===== src/rtl/sfm_stream_framer.sv =====
// Frames a BF16 stream into softmax jobs: counts beats, flags the final beat and
// pads its unused trailing lanes with a neutral fill value.
module sfm_stream_framer #(
   parameter int unsigned DATA_WIDTH = 256,
   parameter int unsigned ELEM_WIDTH = 16,
   parameter int unsigned LEN_WIDTH  = 32,
   parameter logic [ELEM_WIDTH-1:0] FILL_VALUE = 16'hFF80
) (
   input  logic                    clk_i,
   input  logic                    rst_i,
   input  logic                    clear_i,
   input  logic                    start_i,
   input  logic [LEN_WIDTH-1:0]    length_i,
   input  logic                    in_valid_i,
   output logic                    in_ready_o,
   input  logic [DATA_WIDTH-1:0]   in_data_i,
   input  logic [DATA_WIDTH/8-1:0] in_strb_i,
   output logic                    out_valid_o,
   input  logic                    out_ready_i,
   output logic [DATA_WIDTH-1:0]   out_data_o,
   output logic [DATA_WIDTH/8-1:0] out_strb_o,
   output logic                    last_o,
   output logic                    busy_o,
   output logic                    done_o
);
   // state | meaning
   // IDLE  | waiting for start_i
   // RUN   | accepting input beats
   // DRAIN | final beat held, waiting for its output handshake
   // DONE  | one-cycle completion pulse
   typedef enum logic [1:0] {IDLE, RUN, DRAIN, DONE} state_t;

   localparam int unsigned NLANES     = DATA_WIDTH / ELEM_WIDTH;
   localparam int unsigned LANE_BITS  = $clog2(NLANES);
   localparam int unsigned LANE_BYTES = ELEM_WIDTH / 8;
   localparam int unsigned STRB_WIDTH = DATA_WIDTH / 8;

   state_t                  state;
   logic [LEN_WIDTH-1:0]    beat_cnt;
   logic [LEN_WIDTH:0]      beats_last;
   logic [LANE_BITS-1:0]    tail;
   logic [LEN_WIDTH:0]      total_calc;
   logic                    is_final;
   logic                    in_hs;
   logic                    out_hs;
   logic [DATA_WIDTH-1:0]   masked_data;
   logic [STRB_WIDTH-1:0]   masked_strb;
   logic                    unused_strb;

   assign unused_strb = ^in_strb_i;

   // One extra bit keeps the round-up free of overflow at the maximum length.
   assign total_calc = ({1'b0, length_i} + (LEN_WIDTH+1)'(NLANES - 1)) >> LANE_BITS;
   assign is_final   = ({1'b0, beat_cnt} == beats_last);
   assign in_ready_o = (state == RUN) && (!out_valid_o || out_ready_i);
   assign in_hs      = in_valid_i && in_ready_o;
   assign out_hs     = out_valid_o && out_ready_i;

   always_comb begin
      masked_data = in_data_i;
      masked_strb = '1;
      if (is_final && tail != '0) begin
         for (int i = 0; i < NLANES; i++) begin
            if (i >= int'(tail)) begin
               masked_data[i*ELEM_WIDTH +: ELEM_WIDTH] = FILL_VALUE;
               masked_strb[i*LANE_BYTES +: LANE_BYTES] = '0;
            end
         end
      end
   end

   always_ff @(posedge clk_i) begin
      if (rst_i || clear_i) begin
         state       <= IDLE;
         beat_cnt    <= '0;
         beats_last  <= '0;
         tail        <= '0;
         out_valid_o <= 1'b0;
         out_data_o  <= '0;
         out_strb_o  <= '0;
         last_o      <= 1'b0;
         busy_o      <= 1'b0;
         done_o      <= 1'b0;
      end else begin
         case (state)
            IDLE: begin
               if (start_i) begin
                  if (length_i == '0) begin
                     done_o <= 1'b1;
                     state  <= DONE;
                  end else begin
                     beats_last <= total_calc - 1'b1;
                     tail       <= length_i[LANE_BITS-1:0];
                     beat_cnt   <= '0;
                     busy_o     <= 1'b1;
                     state      <= RUN;
                  end
               end
            end
            RUN: begin
               if (in_hs) begin
                  out_valid_o <= 1'b1;
                  out_data_o  <= masked_data;
                  out_strb_o  <= masked_strb;
                  last_o      <= is_final;
                  beat_cnt    <= beat_cnt + 1'b1;
                  if (is_final) state <= DRAIN;
               end else if (out_hs) begin
                  out_valid_o <= 1'b0;
               end
            end
            DRAIN: begin
               if (out_hs) begin
                  out_valid_o <= 1'b0;
                  last_o      <= 1'b0;
                  busy_o      <= 1'b0;
                  done_o      <= 1'b1;
                  state       <= DONE;
               end
            end
            DONE: begin
               done_o <= 1'b0;
               state  <= IDLE;
            end
            default: state <= IDLE;
         endcase
      end
   end
endmodule


===== config.mk =====
export PLATFORM = sky130hd
export DESIGN_NAME = sfm_stream_framer
export DESIGN_NICKNAME = d
export VERILOG_FILES = /design/src/rtl/sfm_stream_framer.sv
export SDC_FILE = /design/constraint.sdc
export NUM_CORES = 1
export LEC_CHECK = 0
export BUFFER_PORTS_ARGS = -buffer_cell sky130_fd_sc_hd__buf_2
export CORE_AREA = 4 4 238 240
export CTS_BUF_LIST = sky130_fd_sc_hd__clkbuf_8
export CTS_CLUSTER_SIZE = 28
export DETAILED_ROUTE_END_ITERATION = 7
export DIE_AREA = 0 0 242 244
export GPL_TIMING_DRIVEN = 0
export PLACE_DENSITY_LB_ADDON = 0.08
export SLEW_MARGIN = 20
export SYNTH_ARGS = -nofsm -noshare
export SYNTH_HDL_FRONTEND = slang
export SYNTH_SLANG_ARGS = --single-unit

===== constraint.sdc =====
create_clock -name clk_i -period 6.1 [get_ports clk_i]
set_clock_uncertainty 0.2 [all_clocks]
set_input_delay 1.83 -clock clk_i [delete_from_list [all_inputs] [get_ports clk_i]]
set_output_delay 1.83 -clock clk_i [all_outputs]
set_load 0.03 [all_outputs]

# After elaboration in Yosys (flattened, before gate mapping)
# Cells that the tools add are included.
# word_totals
ff_bits	363
output_inout_bits	293
elab_cells	115
# classes
addsub	3
order_cmp	15
n_eq_ne	10
n_mux	55
bitwise_logic	1
reduce_logical	21
# ops
op	count
2-to-1 mux 256 bit	1
2-to-1 mux 16 bit	15
2-to-1 mux 32 bit	4
one-hot mux 32 bit (2 select lines)	1
2-to-1 mux 2 bit	20
adder 32 x 4 -> 33 bit (second input constant)	1
equality test 32 x 33 -> 1 bit	1
adder 32 x 1 -> 32 bit (second input constant)	1
zero test 32 bit	1
subtractor 29 x 1 -> 30 bit (second input constant)	1
>= comparator 4 bit (first input constant)	7
>= comparator 3 x 4 -> 1 bit (first input constant)	4
AND reduction 4 bit	4
!= test 2 bit (second input constant)	6
2-to-1 mux 1 bit	9
>= comparator 1 x 4 -> 1 bit (first input constant)	2
>= comparator 2 x 4 -> 1 bit (first input constant)	2
one-hot mux 2 bit (4 select lines)	1
one-hot mux 1 bit (2 select lines)	3
AND reduction 3 bit	2
nonzero test 2 bit	3
equality test 2 bit (second input constant)	2
logical AND 1 bit	4
nonzero test 4 bit	1
other kinds (8)	9

# Longest topological paths before layout
# Gate-level depths: netlist of the first run.
# depth
depth_word	6
ltp_mapped	9
depth_no_buf	8

# Least setup slack after synthesis of the first run
# OpenSTA, ideal clock, no wires.
# synth_path
path_type	input-to-reg
startpoint	input length_i[3]
endpoint	register beats_last[18]
setup_ns	0.115
arrival_ns	4.129
required_time_ns	5.785
setup_slack_ns	1.656
stages	9
path_cell_list	or4_1 -> xnor2_1 -> ha_1 -> clkbuf_1 -> o31ai_1 -> nor2_1 -> or4b_1 -> a31o_1 -> and2_1
# synth_between
elab_chain_len	3
word_cells_on_any_way	5
classes_between	add/sub (2); bitwise (1); reduce/logical (2)
# synth_lines
element	line_no	text
start, declared	13	input logic [LEN_WIDTH-1:0] length_i,
branches (longest 3 deep; another with adder 32 x 4 -> 33 bit)	n/a	
end signal, assigned	92	beats_last <= total_calc - 1'b1;
end, declared	40	logic [LEN_WIDTH:0] beats_last;
# Parallel ways; which one is timed is not known.
# A chain may end at the register's enable or synchronous reset.

# Worst setup path after layout of the first run
# layout_path
startpoint	input out_ready_i
endpoint	output in_ready_o
# layout_between
elab_chain_len	2
# layout_lines
element	line_no	text
start, declared	19	input logic out_ready_i,
logical OR 1 bit	55	assign in_ready_o = (state == RUN) && (!out_valid_o || out_ready_i);
logical AND 1 bit	55	
end, declared	15	output logic in_ready_o,
# No other way between the ends.

==> results of run 1 <==
[critical path, delay by kind of cell]
kind / cells / cell delay [ns]
and+or+nand+nor: 2 / 0.34
buffers and inverters: 2 / 0.31
[power by group through the flow]
stage	logic, mW	clock network (mW)	registers (mW)
5_1_grt	0.551	2.40	2.31
2_1_floorplan	0.207	0	2.41
6_report	0.505	2.21	2.31
3_3_place_gp	0.506	0	2.36
3_5_place_dp	0.507	0	2.36
4_1_cts	0.510	2.30	2.31
[flip-flops by register name (all words and copies together), names as in the netlist]
| register | count |
|---|---|
| state | 2 |
| beats_last | 30 |
| tail | 4 |
| beat_cnt | 32 |
| busy_o | 1 |
| out_strb_o | 16 |
| last_o | 1 |
| done_o | 1 |
| out_data_o | 256 |
| out_valid_o | 1 |
[layer usage]
metal / share of wire [%] / routed length, um / vias to the layer above / global-route usage (%)
met1: 42 / 27000 / 6587 / 25.0
met3: 6.6 / 4210 / 109 / 5.96
met2: 49 / 31000 / 493 / 36.0
met4: 2.5 / 1600 / 10 / 6.40
met5: 0.10 / 65 / - / 0
li1: - / - / 6587 / -
[stage by stage]
stage	hold slack [ns]	util [%]	setup slack (ns)
floorplan	0.243	-	1.66
global placement	0.241	32.3	1.04
detailed placement	0.246	32.3	1.03
CTS	0.253	34.6	1.60
global route	0.276	34.6	1.51
finish	0.252	34.6	1.59
[cells by family after synthesis]
kind of cell    synth area share (%)
xor+xnor                        5.48
compound gates                  23.4
flops                           49.7
mux                            0.596
simple gates                    16.1
buf+inv                         4.22
fa+ha+maj                      0.542
[how the worst min path moves through the flow]
stage	startpoint	end	slack [ns]	cells after the start
3_5_place_dp	out_data_o[8]$_SDFFE_PP0P_	out_data_o[8]$_SDFFE_PP0P_	0.25	2
2_1_floorplan	beats_last[9]$_SDFFE_PP0P_	beats_last[9]$_SDFFE_PP0P_	0.24	2
4_1_cts	out_data_o[8]$_SDFFE_PP0P_	out_data_o[8]$_SDFFE_PP0P_	0.25	2
6_report	out_data_o[8]$_SDFFE_PP0P_	out_data_o[8]$_SDFFE_PP0P_	0.25	2
5_1_grt	out_data_o[12]$_SDFFE_PP0P_	out_data_o[12]$_SDFFE_PP0P_	0.28	2
3_3_place_gp	out_data_o[8]$_SDFFE_PP0P_	out_data_o[8]$_SDFFE_PP0P_	0.24	2
[cell usage after synthesis, drive strengths merged, types with 4 or more instances]
master	count	share of area [%]
and3	19	0.93
clkbuf	85	2.3
nor2b	5	0.23
mux2i	6	0.43
or4	8	0.54
dfxtp	344	50
nor2	176	4.8
o211ai	5	0.37
nor4	20	1.0
xnor2	36	2.4
a211oi	9	0.49
o221a	135	11
buf	31	1.5
ha	6	0.54
nand3	40	1.4
nand2	110	3.0
nor3	23	0.87
o21ai	29	1.0
a22oi	106	5.7
or2	4	0.18
or3	21	0.98
xor2	49	3.1
inv	15	0.41
nand4	17	0.77
a21oi	66	2.5
and4	4	0.25
o21a	4	0.23
and2	9	0.41
o31ai	4	0.25
[layout make-up]
cell class / instances / area (um2) / share of cell area, %
diodes: 7 / 17.5 / 0.0925
plain buffers: 116 / 528 / 2.79
clock buffers: 79 / 1090 / 5.74
clock inverters: 32 / 160 / 0.846
inverters: 15 / 56.3 / 0.297
multi-input cells: 949 / 6390 / 33.8
flip-flops and latches: 344 / 6890 / 36.4
well taps: 704 / 881 / 4.65
repair buffers: 584 / 2930 / 15.5
==> impl_results.md, run 1 <==
* VDD IR-drop max at 0.113 mV
* Synth-to-layout area growth at 36.7%
* Die W at 242 um
* CP arrival at 2.48 ns
* Skew-Pair Late Insertion Delay at 0.64 ns
* Post-route ant nets at 0
* Final Hold Vio Count at 0
* Largest net degree at the start of global routing at 11
* Most common cell on crit path: buf_2
* Internal Power at 3.64 mW
* Final slew viol count at 0
* First-pass GRT wire length at 93200 um
* Cells after synthesis at 1424
* Vias in the first global route at 13.7k
* Clock-pin slew on the worst setup and hold paths at 0.05 ns
* Status: complete, no violations
* Critical-path cell list: buf_2, nand2b_1, and2_1, buf_2
* Starting Density at 25.3%
* FF-to-FF path depth at 8
* Yosys synthesis warning count at 0
* Setup repair after global routing missed its margin: no
* CP Class: in -> out
* Max Root-Sink Buffers at 3
* Final Power at 5.02 mW
* Syn_area_per_cell at 9.73 um2
* Vias at 13.8k
* Final std cells w/o fill at 2830
* #FFs+latches synth at 344
* GRT Resource Usage Total at 20.7%
* Aggregate global routing overflow at 0
* Period utilisation layout at 73.9%
* Comb pwr share at 10.1%
* PwrDens at 265 nW/um2
* 1st-pass router iterations at 5
* Worst r2r src: beats_last[31]$_SDFFE_PP0P_
* Reg2reg end: out_data_o[75]$_SDFFE_PP0P_
* Sequential area share after synthesis at 49.7%
* Num rows at 86
* Placed cell count at 2712
* Reg2reg setup slack at 2.26 ns
* Net switching power at 1.39 mW
* DRC at 0
* Crit Path Max Fanout at 3
* Crit-path slowest cell: buf_2
* Die area at 59000 um2
* Placer Congestion at 0.862
* CP max stage delay at 0.20 ns
* Final net count at 2410
* DR iter-0 viols at 822
* Setup bufs post-CTS at 0
* Netlist Area Pre-Place at 13900 um2
* H-tree Lvls at 3
* Ports at 619
* Antenna violations before repair at 14
* Synth cell types at 70
* Sequential power share at 46.0%
* Number of flops mapped to enable cells by yosys at 0
* Final Instance Area at 18900 um2
* DP Area at 17700 um2
* Drt total wl at 63900 um
* Fraction of layout cells with a size suffix above 1 at 40.9%
* Slew Limit Headroom at 29.1%
* Post-DP HPWL at 51500 um
* Setup crit end: in_ready_o
* Post-synth top flop: dfxtp_1
* Resize count post-CTS at 0
* Setup violations, final at 0
* Commonest non-fill, non-tap cell in the layout: buf_2
* Worst hold path type: reg -> reg
* Worst EP required at 4.07 ns
* Num CTS Buffers at 68
* Drt wl/cell at 22.6 um
* PortBufs at 583
* Total Neg Setup Slack at 0 ns
* Crit path launch: out_ready_i
* Most frequent cells in the layout: buf_2 (591), dfxtp_1 (344), nor2_1 (173)
* Hold_buf cts at 0
* Fill cells at 5840
* Routed vias/inst at 4.87
* CTS sink cnt at 344
* Net Count, Synth at 1756
* CP Launch Type: input port
* P_leak at 8.43 nW
* Post-synth ARST share at 0%
* Max cap viols at 0
* Clk pwr share at 44.0%
* Clock root cell: clkbuf_8
* Fmax at 222 MHz
* Least-Margin Pin Slew at 1.06 ns
* Critical Path Sink Type: output pin
* CTS tree: built
* Core area at 54700 um2
* Sw Share at 27.6%
* Minimum clock period at 4.51 ns
* Die Y at 244 um
Note: power is estimated with default switching activity, not from simulation.
==> run 2: changes to the inputs <==
--- a/config.mk
+++ b/config.mk
@@ -6,11 +6,11 @@
 export NUM_CORES = 1
 export LEC_CHECK = 0
 export BUFFER_PORTS_ARGS = -buffer_cell sky130_fd_sc_hd__buf_2
-export CORE_AREA = 4 4 238 240
+export CORE_AREA = 4 4 237 239
 export CTS_BUF_LIST = sky130_fd_sc_hd__clkbuf_8
 export CTS_CLUSTER_SIZE = 28
 export DETAILED_ROUTE_END_ITERATION = 7
-export DIE_AREA = 0 0 242 244
+export DIE_AREA = 0 0 241 243
 export GPL_TIMING_DRIVEN = 0
 export PLACE_DENSITY_LB_ADDON = 0.08
 export SLEW_MARGIN = 20
==> constraint.sdc (replaced) <==
create_clock -name clk_i -period 3.8 [get_ports clk_i]
set_clock_uncertainty 0.2 [all_clocks]
set_input_delay 1.14 -clock clk_i [delete_from_list [all_inputs] [get_ports clk_i]]
set_output_delay 1.14 -clock clk_i [all_outputs]
set_load 0.03 [all_outputs]
==> impl_results.md, run 2 (synthesized netlist as in run 1, its figures left out) <==
* Clock-pin slew on the worst setup and hold paths at 0.05 ns
* Minimum clock period at 3.66 ns
* Worst hold margin at 0.250 ns
* Vias in the first global route at 13.9k
* PwrDens at 426 nW/um2
* Worst r2r src: beat_cnt[29]$_SDFFE_PP0P_
* Largest net degree at the start of global routing at 11
* Final net count at 2407
* Antenna violations before repair at 14
* Die W at 241 um
* Post-DP HPWL at 50300 um
* Top delay family on crit path: simple AND/OR/NAND/NOR gates
* DR iter-0 viols at 653
* Setup repair after global routing missed its margin: yes
* GRT Resource Usage Total at 20.5%
* Final slew viol count at 0
* Skew-Pair Late Insertion Delay at 0.63 ns
* Max cap viols at 0
* Num rows at 85
* Crit Path Max Fanout at 10
* Fmax at 273 MHz
* Total Neg Setup Slack at 0 ns
* Placed cell count at 2703
* Multi-input gate area at 6410 um2
* Placer Congestion at 0.834
* Critical-path cell list: or4_1, nor4_1, nand4_1, nor2_1, a21oi_2, nor2_2, o221a_2
* Resize count post-CTS at 0
* Fill cells at 5777
* CP max stage delay at 0.60 ns
* Die area at 58600 um2
* Commonest non-fill, non-tap cell in the layout: buf_2
* CTS sink cnt at 344
* VDD IR-drop max at 0.213 mV
* Buffers and inverters on the worst path at 0
* First-pass GRT wire length at 91400 um
* Hold path startpoint: out_data_o[0]$_SDFFE_PP0P_
* CP Launch Type: flip-flop
* Max FFs per register at 256
* Finished Core Util at 35.2%
* Drt wl/cell at 22.3 um
* P_leak at 8.41 nW
* Max Root-Sink Buffers at 3
* Final std cells w/o fill at 2815
* Starting Density at 25.7%
* Worst hold path type: reg -> reg
* Slew Limit Headroom at 41.7%
* Largest Register: out_data_o
* CP arrival at 4.02 ns
* Synth-to-layout area growth at 36.7%
* Least-Margin Pin Slew at 0.875 ns
* CTS tree: built
* Hold_buf cts at 0
* Critical Path Sink Type: flip-flop
* CP Class: reg -> reg
* Sequential cell area at 6890 um2
* 1st-pass router iterations at 5
* PortBufs at 583
* Fraction of layout cells with a size suffix above 1 at 41.1%
* Final Power at 8.07 mW
* Clock root cell: clkbuf_8
* Core area at 53800 um2
* Ports at 619
* DRC at 0
* Post-route ant nets at 0
* Aggregate global routing overflow at 0
* Crit-path slowest cell: nor2_1
* Final Hold Vio Count at 0
* Setup bufs post-CTS at 0
* Period utilisation layout at 96.4%
* Most frequent cells in the layout: buf_2 (591), dfxtp_1 (344), nor2_1 (173)
* Routed vias/inst at 4.92
* Top Registers: out_data_o: 256 flops, beat_cnt: 32 flops, beats_last: 30 flops
* Num CTS Buffers at 67
* Vias at 13.9k
* Status: complete, no violations
* Setup violations, final at 0
* Drt total wl at 62900 um
* Crit path launch: beat_cnt[29]$_SDFFE_PP0P_
* Worst EP required at 4.16 ns
* H-tree Lvls at 3
* Die Y at 243 um
## run 2: cell types whose count changed in the layout (fill, tap and decap cells not counted), moves of 2 or more
cell / change
inv_1: -3
inv_6: -3
a31oi_1: -2
a31oi_2: +2
clkbuf_1: -2
clkbuf_8: +2
diode_2: -2
## run 2: path summary, 6_finish.rpt
check | endpoint | slack, ns | depth (start not counted)
worst max-delay path | out_data_o[25]$_SDFFE_PP0P_ | 0.14 | 7
worst max register to register | out_data_o[25]$_SDFFE_PP0P_ | 0.14 | 7
worst min register to register | out_data_o[0]$_SDFFE_PP0P_ | 0.25 | 2
worst min-delay path | out_data_o[0]$_SDFFE_PP0P_ | 0.25 | 2
## run 2: worst min-delay path, stage by stage, from the launching register on
cell	delay [ns]
dfxtp_1	0.30
nand2_1	0.05
a21oi_1	0.05
## run 2: area by class of cell
class / instances / share of cell area (%)
Antenna cell: 5 / 0.0661
Clock buffer: 81 / 5.89
Clock inverter: 27 / 0.727
Timing Repair Buffer: 583 / 15.4
Tap cell: 696 / 4.60
Buffer: 115 / 2.77
Sequential cell: 344 / 36.4
Multi-Input combinational cell: 949 / 33.9
Inverter: 15 / 0.297
## run 2: metrics by stage
stage	setup slack (ns)	area, um2
finish	0.136	18900
global route	-0.0822	18900
CTS	0.0178	18900
detailed placement	-0.540	17600
global placement	-0.543	17600
floorplan	0.0458	13900
## run 2: power breakdown
part / internal [mW] / switching [mW]
Clock: 1.97 / 1.59
Combinational: 0.282 / 0.530
Sequential: 3.67 / 0.0362
## run 2: metal layers
layer	vias to the layer above	global-route usage (%)	wire, um
li1	6586	-	-
met1	6666	24.4	25600
met2	473	35.7	30900
met3	112	6.32	4860
met4	16	5.70	1490
met5	-	0	114
==> run 3: changes to the inputs <==
--- a/config.mk
+++ b/config.mk
@@ -6,11 +6,11 @@
 export NUM_CORES = 1
 export LEC_CHECK = 0
 export BUFFER_PORTS_ARGS = -buffer_cell sky130_fd_sc_hd__buf_2
-export CORE_AREA = 4 4 237 239
+export CORE_AREA = 2 2 242 244
 export CTS_BUF_LIST = sky130_fd_sc_hd__clkbuf_8
 export CTS_CLUSTER_SIZE = 28
 export DETAILED_ROUTE_END_ITERATION = 7
-export DIE_AREA = 0 0 241 243
+export DIE_AREA = 0 0 244 246
 export GPL_TIMING_DRIVEN = 0
 export PLACE_DENSITY_LB_ADDON = 0.08
 export SLEW_MARGIN = 20
==> impl_results.md, run 3 (synthesized netlist as in run 1, its figures left out) <==
* Least-Margin Pin Slew at 1.09 ns
* Vias at 13.6k
* Critical Path Sink Type: flip-flop
* Fraction of layout cells with a size suffix above 1 at 41.1%
* Starting Density at 24.1%
* Worst hold margin at 0.253 ns
* Die area at 60000 um2
* CP arrival at 3.94 ns
* Post-DP HPWL at 50400 um
* Minimum clock period at 3.64 ns
* GRT Resource Usage Total at 20.0%
* Multi-input gate area at 6440 um2
* Crit-path slowest cell: or4_1
* Final net count at 2407
* Clk pwr share at 43.1%
* H-tree Lvls at 3
* VDD IR-drop max at 0.190 mV
* Total Neg Setup Slack at 0 ns
* Highest metal used: met5
* Met1 WL at 26700 um
* Routed vias/inst at 4.74
* DR iter-0 viols at 601
* Drt total wl at 62500 um
* Post-route ant nets at 0
* DP Area at 17700 um2
* Final Power at 7.94 mW
* Aggregate global routing overflow at 0
* Status: complete, no violations
* Slew Limit Headroom at 26.9%
* Max cap viols at 0
* Worst Hold End: out_data_o[0]$_SDFFE_PP0P_
* Buffers and inverters on the worst path at 1
* Top Registers: out_data_o: 256 flops, beat_cnt: 32 flops, beats_last: 30 flops
* Hold path startpoint: out_data_o[0]$_SDFFE_PP0P_
* Num CTS Buffers at 66
* Critical-path cell list: buf_2, or4_1, xnor2_1, ha_1, o31ai_1, nor2_1, or4b_1, a31o_1, and2_1
* Worst hold path type: reg -> reg
* Net switching power at 2.18 mW
* Setup bufs post-CTS at 0
* Post-route worst setup slack at 0.156 ns
* Period utilisation layout at 95.9%
* Placement Setup Slack at -0.584 ns
* Met3 wire length at 3890 um
* Num rows at 88
* Synth-to-layout area growth at 37.0%
* Sequential power share at 46.7%
* 1st-pass router iterations at 5
* Fmax at 274 MHz
* Max Root-Sink Buffers at 3
* Final Instance Area at 19000 um2
* Die W at 244 um
* Fill cells at 6221
* Worst r2r src: beat_cnt[29]$_SDFFE_PP0P_
* Met2 wire length at 30500 um
* CTS tree: built
* Max FFs per register at 256
* Commonest non-fill, non-tap cell in the layout: buf_2
* P_leak at 8.38 nW
* Largest Register: out_data_o
* Reg2reg end: out_data_o[77]$_SDFFE_PP0P_
* Skew-Pair Late Insertion Delay at 0.62 ns
* FF-to-FF path depth at 8
* PwrDens at 418 nW/um2
* Crit Path Max Fanout at 8
* Hold Path Depth at 2
* CP max stage delay at 0.58 ns
* Drt wl/cell at 21.7 um
* Reg2reg setup slack at 0.26 ns
* CP Launch Type: input port
* Core area at 57400 um2
* Largest net degree at the start of global routing at 11
* Final Hold Vio Count at 0
* CP Class: in -> reg
* Sw Share at 27.5%
* DRC at 0
* PortBufs at 583
* Die Y at 246 um
* Most frequent cells in the layout: buf_2 (591), dfxtp_1 (344), nor2_1 (172)
* Comb pwr share at 10.3%
* Final slew viol count at 0
* Critical Path Stages at 9
* Sequential cell area at 6890 um2
* CTS sink cnt at 344
* Top delay family on crit path: simple AND/OR/NAND/NOR gates
* Setup violations, final at 0
* Clock-pin slew on the worst setup and hold paths at 0.05 ns
* Antenna violations before repair at 9
* First-pass GRT wire length at 89800 um
* Vias in the first global route at 13.4k
* Ports at 619
* Placer Congestion at 0.848
* Worst EP required at 4.09 ns
* Internal Power at 5.76 mW
* Clock root cell: clkbuf_8
==> run 3: cell count changes in the layout (fill, tap and decap cells not counted), sizes merged <==
cell and delta:
clkbuf -4, clkinv +1, bufinv -1, diode -1
==> run 3: layout make-up <==
| type | instances | share of cell area (%) |
|---|---|---|
| repair buffers | 584 | 15.5 |
| flip-flops and latches | 344 | 36.3 |
| clock buffers | 76 | 5.51 |
| well taps | 765 | 5.04 |
| plain buffers | 115 | 2.77 |
| diodes | 4 | 0.0527 |
| clock inverters | 27 | 0.686 |
| inverters | 15 | 0.297 |
| multi-input cells | 949 | 33.9 |
==> run 3: routing by layer <==
layer  GRT usage (%)  vias to the layer above
met2            34.2                      429
met5               0                        -
li1                -                     6562
met3            5.46                       93
met4            5.45                       10
met1            24.6                     6540
==> run 3: how the worst max path moves through the flow <==
stage / from / endpoint / slack (ns)
6_report: length_i[3] / beats_last[18]$_SDFFE_PP0P_ / 0.16
5_1_grt: beat_cnt[29]$_SDFFE_PP0P_ / out_data_o[110]$_SDFFE_PP0P_ / -0.004
4_1_cts: beat_cnt[29]$_SDFFE_PP0P_ / out_data_o[77]$_SDFFE_PP0P_ / -0.06
3_5_place_dp: length_i[3] / beats_last[18]$_SDFFE_PP0P_ / -0.58
3_3_place_gp: length_i[5] / beats_last[28]$_SDFFE_PP0P_ / -0.57
2_1_floorplan: length_i[3] / beats_last[18]$_SDFFE_PP0P_ / 0.05
==> run 3: power by group through the flow <==
stage / logic, mW / registers (mW) / clock network (mW)
floorplan: 0.332 / 3.86 / 0
global placement: 0.816 / 3.78 / 0
detailed placement: 0.818 / 3.78 / 0
CTS: 0.823 / 3.70 / 3.58
global route: 0.890 / 3.71 / 3.74
finish: 0.816 / 3.71 / 3.42
==> run 3: worst reg2reg max path: stages, from the launching register on <==
cell,delay (ns)
dfxtp_1,0.34
or4_1,0.55
nor4_1,0.32
nand4_1,0.36
o31ai_4,0.45
buf_2,0.30
nand2_2,0.27
a21oi_4,0.43
o221a_2,0.28
==> run 3: stage by stage <==
stage | cells | util (%)
3_3_place_gp | 2772 | 30.9
3_5_place_dp | 2773 | 30.9
6_report | 2879 | 33.1
4_1_cts | 2876 | 33.0
5_1_grt | 2877 | 33.1
2_1_floorplan | 1424 | -
==> run 3: what timing repair did <==
| item | 4_1_cts | 5_1_grt |
|---|---|---|
| pin swaps | 0 | 1 |
| endpoints found under the hold margin | 0 | 0 |
| resized for setup | 0 | 9 |
| cloned | 0 | 0 |
| setup endpoints to repair | 18 | 63 |
| hold buffers | 0 | 0 |
